<file path="src/rtl/wm8731_i2s_tx.sv">
// I2S master transmitter for the WM8731 DAC path: one-pair holding buffer,
// BCLK/DACLRCK generation and MSB-first serialisation into 32-bit slots.
module wm8731_i2s_tx #(
    parameter int BCLK_HALF = 4,
    parameter int SAMPLE_W  = 24
) (
    input  logic                clk,
    input  logic                reset,
    input  logic                enable,
    input  logic                s_valid,
    output logic                s_ready,
    input  logic [SAMPLE_W-1:0] s_left,
    input  logic [SAMPLE_W-1:0] s_right,
    output logic                aud_bclk,
    output logic                aud_daclrck,
    output logic                aud_dacdat,
    output logic                frame_start,
    output logic                underrun
);

    localparam int DIV_W = (BCLK_HALF > 2) ? $clog2(BCLK_HALF) : 1;
    localparam int PAD_W = 32 - SAMPLE_W;
    localparam logic [DIV_W-1:0] DIV_LAST = DIV_W'(BCLK_HALF - 1);

    logic [DIV_W-1:0]    div_cnt;
    logic [5:0]          bit_cnt;
    logic                hold_full;
    logic [SAMPLE_W-1:0] hold_l;
    logic [SAMPLE_W-1:0] hold_r;
    logic [63:0]         frame_sr;

    logic       fall_evt;
    logic       latch;
    logic       accept;
    logic [5:0] bit_nxt;
    logic [5:0] sr_idx;

    // reset gates s_ready so every output reads 0 while reset is asserted
    assign s_ready = reset & enable & ~hold_full;

    always_comb begin
        fall_evt = enable && (div_cnt == DIV_LAST) && aud_bclk;
        bit_nxt  = bit_cnt + 6'd1;
        latch    = fall_evt && (bit_nxt == 6'd0);
        // 64-k folded into 6 bits; only used for k in 1..63
        sr_idx   = 6'd0 - bit_nxt;
        accept   = s_valid && s_ready;
    end

    always_ff @(posedge clk or negedge reset) begin
        if (!reset) begin
            div_cnt     <= '0;
            bit_cnt     <= 6'd63;
            hold_full   <= 1'b0;
            hold_l      <= '0;
            hold_r      <= '0;
            frame_sr    <= '0;
            aud_bclk    <= 1'b0;
            aud_daclrck <= 1'b0;
            aud_dacdat  <= 1'b0;
            frame_start <= 1'b0;
            underrun    <= 1'b0;
        end else if (!enable) begin
            div_cnt     <= '0;
            bit_cnt     <= 6'd63;
            hold_full   <= 1'b0;
            hold_l      <= '0;
            hold_r      <= '0;
            frame_sr    <= '0;
            aud_bclk    <= 1'b0;
            aud_daclrck <= 1'b0;
            aud_dacdat  <= 1'b0;
            frame_start <= 1'b0;
            underrun    <= 1'b0;
        end else begin
            frame_start <= latch;
            underrun    <= latch && !hold_full;

            if (div_cnt == DIV_LAST) begin
                div_cnt  <= '0;
                aud_bclk <= ~aud_bclk;
            end else begin
                div_cnt <= div_cnt + DIV_W'(1);
            end

            if (fall_evt) begin
                bit_cnt <= bit_nxt;
                if (latch) begin
                    aud_daclrck <= 1'b0;
                    aud_dacdat  <= 1'b0;
                    frame_sr    <= hold_full ? {hold_l, {PAD_W{1'b0}}, hold_r, {PAD_W{1'b0}}}
                                             : 64'h0;
                end else begin
                    aud_daclrck <= bit_nxt[5];
                    aud_dacdat  <= frame_sr[sr_idx];
                end
            end

            // consume needs a full buffer and accept an empty one, so they never collide
            if (latch && hold_full) begin
                hold_full <= 1'b0;
            end else if (accept) begin
                hold_full <= 1'b1;
                hold_l    <= s_left;
                hold_r    <= s_right;
            end
        end
    end

endmodule
</file>
<file path="config.mk">
export PLATFORM = sky130hd
export DESIGN_NAME = wm8731_i2s_tx
export DESIGN_NICKNAME = d
export VERILOG_FILES = /design/src/rtl/wm8731_i2s_tx.sv
export SDC_FILE = /design/constraint.sdc
export NUM_CORES = 1
export LEC_CHECK = 0
export CORE_MARGIN = 4
export CORE_UTILIZATION = 55
export CTS_CLUSTER_DIAMETER = 100
export DETAILED_ROUTE_END_ITERATION = 8
export GPL_TIMING_DRIVEN = 0
export HOLD_SLACK_MARGIN = 0.02
export PLACE_DENSITY = 0.78
export SLEW_MARGIN = 20
export SYNTH_ARGS = -nofsm -noshare
export SYNTH_HDL_FRONTEND = slang
export SYNTH_SLANG_ARGS = --single-unit
</file>
<file path="constraint.sdc">
create_clock -name clk -period 3.7 [get_ports clk]
set_input_delay 0.74 -clock clk [delete_from_list [all_inputs] [get_ports clk]]
set_output_delay 0.74 -clock clk [all_outputs]
set_load 0.01 [all_outputs]
</file>
==> summary.txt, run 1 <==
Run status
  • Status: finished clean

Setup path
  • Max FO, Critical Path: 10
  • Slowest stage delay, CP: 630 ps
  • Crit path top cell by count: clkbuf_1
  • Crit-path slowest cell: dfstp_2
  • CP bufs+invs: 2
  • Startpoint Class: flop
  • Worst Setup End Kind: flop
  • R2r worst-path depth: 8
  • Worst EP arrival: 3310 ps
  • Reg2Reg Setup Slack: 630 ps
  • Worst-path cell chain: ha_1 > clkbuf_1 > clkbuf_1 > mux4_2 > a21boi_0 > a211o_1 > a31oi_1 > a211oi_1
  • CP Launch Point: bit_cnt[1]
  • Cell family with most CP delay: buffers and inverters
  • Worst EP required: 3950 ps
  • Reg2reg end: aud_dacdat
  • CP Class: reg2reg
  • Reg-to-reg startpoint: bit_cnt[1]

Drt
  • Final ANT Viol Nets: 0
  • Vias per cell: 5.756
  • Total number of vias: 3603
  • DR iter-0 viols: 220
  • DRT Pass-1 Iters: 4
  • # DRC: 0
  • Routed WL per cell: 16.80 um
  • Final Routed Wirelength: 10520 um

Job
  • Max-cap violations: 0

Synth
  • Flops & latches, synth: 110
  • Main synth FF type: dfrtp_1
  • Part of the Yosys area used for sequential elements: 0.5492
  • Avg Cell Area, Syn: 11.29 um^2
  • Syn Inst Count: 445
  • Leading area contributor after synthesis: dfrtp_1
  • Synth unique cells: 47
  • Syn Nets: 500
  • Synth area leaders: dfrtp_1, a22o_1, nand2_1
  • Commonest cells post-synth: nand2_1, dfrtp_1, a21boi_0
  • Synth Cell Area: 0.005026 mm^2
  • Synth Warn #: 0
  • Post-synth ARST share: 1.000
  • Count of flip-flops with a built-in enable after synthesis: 0
  • Most common cell in the netlist: nand2_1
  • Post-synth top area share: 0.5178

Final layout
  • Antenna Diode Count: 0
  • Final net count: 568
  • P&R area growth vs syn: 18.05%
  • Fillers: 694
  • Layout cell share with drive strength beyond 1: 0.1197
  • Seq. cell area: 0.002760 mm^2
  • Post-route insts no fill: 626
  • Footprint of the multi-input gates: 0.002052 mm^2

Clocking
  • Post CTS Setup Buffer Count: 0
  • Clock Path Buffers: 2
  • H-tree depth: 3
  • CTS Root Cell: clkbuf_8
  • Total CTS buffers: 9
  • CTS tree: done
  • Post-CTS Hold Fix Bufs: 0
  • Clk sinks: 110
  • Worst skew pair latency: 370 ps
  • Clock-pin transition on the worst setup and hold timing paths: 110 ps
  • Post-CTS resize count: 0

Pwr
  • Peak supply drop: 0.2030 mV
  • Pwr/cell area: 355.7 mW/mm^2
  • Leakage power total: 0.002615 uW

Timing
  • Max Transition Viols Final: 0
  • Final setup vio count: 0
  • Worst Tran Pin Value: 705.6 ps
  • Final cycle utilization of the critical path: 0.8285
  • Worst clock skew: 9.755 ps
  • Post-Route Setup TNS: 0 ps
  • Worst slew margin: 0.5296
  • Tmin final: 3066 ps
  • Setup WS post-layout: 634.4 ps
  • RSZ-0062 raised after global routing: no
  • Max Freq: 0.3262 GHz
  • Hold Vio Cnt, Final: 0

Place
  • GPL Wtd Cong: 0.7820
  • PortBufs: 56
  • Post-Place Cells: 610
  • Place WS: 719.4 ps
  • Post-DP HPWL: 7616 um

Hold path
  • Min-delay worst type: in2async

Floorplan
  • Die Ht: 103.6 um
  • Core region area: 0.008806 mm^2
  • I/O pin count: 58
  • Cell row count: 34
  • Die Wd: 103.6 um
  • Die ar.: 0.01073 mm^2
  • Starting Density: 0.5708

GRT
  • Largest net degree at the start of global routing: 84
  • Total gr overflow: 0
  • Vias in the first global route: 3618
  • Total GRT Usage: 0.2084
  • First-pass GRT wire length: 18200 um
  • Initial antenna violation count: 0
[logic make-up after synthesis]
family                     Yosys count  synth area share
AOI/OAI and AO/OA                  117            0.1880
buffers and inverters               42           0.04257
xor gates and xnor gates            12           0.02241
adders and majority gates            3          0.007469
DFF                                110            0.5492
and+or+nand+nor                    146            0.1302
muxes                               15           0.06024
[stage by stage]
stage            util  hold slack [ps]  area (um^2)  total power [uW]
3_5_place_dp   0.6530            425.2         5751              1446
2_1_floorplan       -            409.1         5026              1336
3_3_place_gp   0.6498            421.6         5722              1437
5_1_grt        0.6738            216.0         5933              2199
6_report       0.6738            220.1         5933              2110
4_1_cts        0.6738            223.1         5933              2125
[state kept, by name, indices dropped and copies added (netlist names)]
signal,cells
bit_cnt,6
hold_l,24
hold_full,1
aud_bclk,1
underrun,1
div_cnt,2
frame_start,1
aud_daclrck,1
aud_dacdat,1
hold_r,24
frame_sr,48
[power breakdown]
group / switching [uW] / total (uW) / internal [uW]
registers: 12.1 / 1230 / 1220
logic: 94.4 / 186 / 91.8
clock network: 414 / 690 / 276
[worst reg2reg max path, stage by stage, from the launching register on]
cell and delay [ps]:
dfstp_2 630, ha_1 160, clkbuf_1 420, clkbuf_1 600, mux4_2 430, a21boi_0 150
a211o_1 290, a31oi_1 200, a211oi_1 70
[routing by layer]
layer	vias to the layer above	global-route usage	part of all wire	routed length [um]
li1	1692	-	-	-
met1	1819	0.2931	0.45	4688
met2	83	0.3411	0.50	5271
met3	9	0.04478	0.045	477
met4	0	0.03894	0.0077	81
met5	-	0	0	0
[layout make-up]
class                   instances  share of cell area
plain buffers                  38             0.03353
clock buffers                  12             0.02446
clock inverters                 4            0.006326
inverters                       4            0.002531
multi-input cells             293              0.3458
flip-flops and latches        110              0.4652
well taps                     108             0.02278
repair buffers                 57             0.09933
[placed cells by master, fill, tap and decap left out, drive strengths merged, types with 7 or more instances in the layout]
cell type,n
a22o,48
clkdlybuf4s50,55
buf,20
and2,8
clkbuf,32
a21boi,50
mux4,12
inv,7
nand2,106
nand3,7
nor2,9
dfrtp,104
[how the worst max path moves through the flow]
stage / to / cells past startpoint
after floorplan: aud_dacdat / 10
after global routing: aud_dacdat / 8
final: aud_dacdat / 8
after CTS: aud_dacdat / 8
after global placement: hold_l[2] / 7
after detailed placement: aud_dacdat / 8
No activity file was read; power rests on OpenSTA's default activity.
==> run 2: changes to the inputs <==
--- a/config.mk
+++ b/config.mk
@@ -6,12 +6,12 @@
 export NUM_CORES = 1
 export LEC_CHECK = 0
 export CORE_MARGIN = 4
-export CORE_UTILIZATION = 55
+export CORE_UTILIZATION = 50
 export CTS_CLUSTER_DIAMETER = 100
 export DETAILED_ROUTE_END_ITERATION = 8
 export GPL_TIMING_DRIVEN = 0
 export HOLD_SLACK_MARGIN = 0.02
-export PLACE_DENSITY = 0.78
+export PLACE_DENSITY = 0.75
 export SLEW_MARGIN = 20
 export SYNTH_ARGS = -nofsm -noshare
 export SYNTH_HDL_FRONTEND = slang
==> constraint.sdc (replaced) <==
create_clock -name clk -period 2.6 [get_ports clk]
set_input_delay 0.52 -clock clk [delete_from_list [all_inputs] [get_ports clk]]
set_output_delay 0.52 -clock clk [all_outputs]
set_load 0.01 [all_outputs]
==> run 2 against run 1 <==
  * Non-clock buffer count grew 1
  * Design area grew 1.9%
  * Sequential cell count is the same
  * Register-to-register slack lost 530 ps
  * Setup slack lost 530 ps
  * Worst hold slack lost 200 ps
  * Die area grew 9.2%
  * First-iteration DRC count shrank 25%
  * Routed wire length shrank 0.22%
  * Sequential share of layout area shrank 0.89 points
  * Combinational power grew 44%
  * Critical endpoint is now frame_sr[47]
==> summary.txt, run 2 (synthesized netlist as in run 1, its figures left out) <==
Setup path
  • Worst EP required: 2870 ps
  • Reg2Reg Setup Slack: 100 ps
  • Crit path capture: frame_sr[47]
  • Reg-to-reg startpoint: bit_cnt[1]
  • Crit-path slowest cell: dfstp_2
  • Crit path top cell by count: buf_6
  • Worst Setup End Kind: flop
  • Slowest stage delay, CP: 630 ps
  • Worst-path cell chain: ha_1 > buf_6 > a21oi_1 > o32a_4 > nor2_4 > nand3_4 > and2_4 > buf_6 > buf_6 > a22o_1
  • Worst EP arrival: 2770 ps
  • Max FO, Critical Path: 10
  • CP Launch Point: bit_cnt[1]
  • CP bufs+invs: 3
  • Worst path depth: 10
  • CP Class: reg2reg
  • Cell family with most CP delay: compound AO/OA/AOI/OAI gates
  • R2r worst-path depth: 10
  • Startpoint Class: flop
  • Reg2reg end: frame_sr[47]

GRT
  • Total GRT Usage: 0.1901
  • Initial antenna violation count: 0
  • First-pass GRT wire length: 17440 um
  • Grt met3 use: 0.04299
  • Vias in the first global route: 3647
  • Largest net degree at the start of global routing: 75
  • Total gr overflow: 0
  • Met1 Track Usage GR: 0.2460
  • Met2 Use GR: 0.3246
  • GRT busiest layer: met2

Drt
  • DR iter-0 viols: 165
  • Routed WL per cell: 16.10 um
  • # DRC: 0
  • DRT Pass-1 Iters: 4
  • Final ANT Viol Nets: 0
  • Total number of vias: 3576
  • Final Routed Wirelength: 10500 um
  • Vias per cell: 5.485

Pwr
  • Internal power: 2341 uW
  • Leakage power total: 0.002660 uW
  • P_sw: 786.9 uW
  • Pwr/cell area: 517.1 mW/mm^2
  • Switching share of power: 0.2516
  • Sequential power share: 0.562
  • Peak supply drop: 0.3367 mV
  • Logic pwr share: 0.086
  • Clock power frac: 0.352

Final layout
  • Antenna Diode Count: 0
  • Most frequent cells in the layout: nand2_1, dfrtp_1, clkdlybuf4s50_1, a21boi_0, a22o_1
  • Max FFs per register: 48
  • Fillers: 817
  • P&R area growth vs syn: 20.34%
  • Most flop-heavy register: frame_sr
  • Top Registers: frame_sr (48), hold_l (24), hold_r (24)
  • Layout cell share with drive strength beyond 1: 0.1368
  • Final net count: 569
  • Commonest non-fill, non-tap cell in the layout: nand2_1

Timing
  • Post-Route Setup TNS: 0 ps
  • Hold Vio Cnt, Final: 0
  • RSZ-0062 raised after global routing: no
  • Tmin final: 2499 ps
  • Hold slack final: 19.39 ps
  • Worst clock skew: 12.37 ps
  • Final setup vio count: 0
  • Max Transition Viols Final: 0
  • Worst slew margin: 0.6508
  • Final cycle utilization of the critical path: 0.9612
  • Max Freq: 0.4001 GHz
  • Worst Tran Pin Value: 523.8 ps

Run status
  • Status: finished clean

Clocking
  • Clk sinks: 110
  • CTS tree: done
  • CTS Root Cell: clkbuf_8
  • Clock Path Buffers: 2
  • Clock-pin transition on the worst setup and hold timing paths: 110 ps
  • Total CTS buffers: 9
  • H-tree depth: 3
  • Worst skew pair latency: 380 ps

Floorplan
  • Die ar.: 0.01172 mm^2
  • Core region area: 0.009774 mm^2
  • Die Wd: 108.3 um
  • Die Ht: 108.3 um
  • I/O pin count: 58
  • Cell row count: 36
  • Starting Density: 0.5142

Place
  • PortBufs: 56
  • Post-DP HPWL: 7505 um
  • GPL Wtd Cong: 0.7841

Job
  • Max-cap violations: 0

Hold path
  • Min-delay worst type: in2async
-- run 2: power by group through the flow --
stage,Clock (uW),Sequential (uW),Combinational [uW]
2_1_floorplan,0,1790,116
3_3_place_gp,0,1790,256
3_5_place_dp,0,1790,269
4_1_cts,1110,1760,272
5_1_grt,1180,1760,299
6_report,1100,1760,268
-- run 2: layout make-up --
cell class              count  area [um^2]  share of cell area
flip-flops and latches    110         2760              0.4564
multi-input cells         293         2077              0.3434
repair buffers             59        604.3             0.09992
plain buffers              37        209.0             0.03455
well taps                 133        166.4             0.02751
clock buffers               9        123.9             0.02048
clock inverters             7        92.59             0.01531
inverters                   4        15.01            0.002482
-- run 2: repair_timing --
action / in CTS / in global routing
setup endpoints to repair: 19 / 41
buffers inserted: 1 / 1
hold buffers: 0 / 0
pin swaps: 1 / 0
gates resized for setup: 3 / 10
-- run 2: worst min-delay path by stage --
stage,cells after the start,end
floorplan,0,aud_bclk
global placement,1,div_cnt[0]
detailed placement,1,div_cnt[0]
CTS,1,hold_r[7]
global route,1,hold_r[7]
finish,1,frame_sr[15]
-- run 2: through the flow --
stage,util,std cells,total power [uW],worst slack (ps),area (um^2)
floorplan,-,445,1902,211.9,5026
detailed placement,0.5915,635,2059,-329.6,5782
CTS,0.6152,651,3144,44.80,6013
global placement,0.5886,634,2046,-3834,5753
global route,0.6188,652,3239,7.862,6048
finish,0.6188,652,3128,100.8,6048
-- run 2: per-layer routing --
layer  wire length [um]  share of wire
met2               5245           0.50
met4                161          0.015
met5                  0              0
met3                439          0.042
met1               4650           0.44
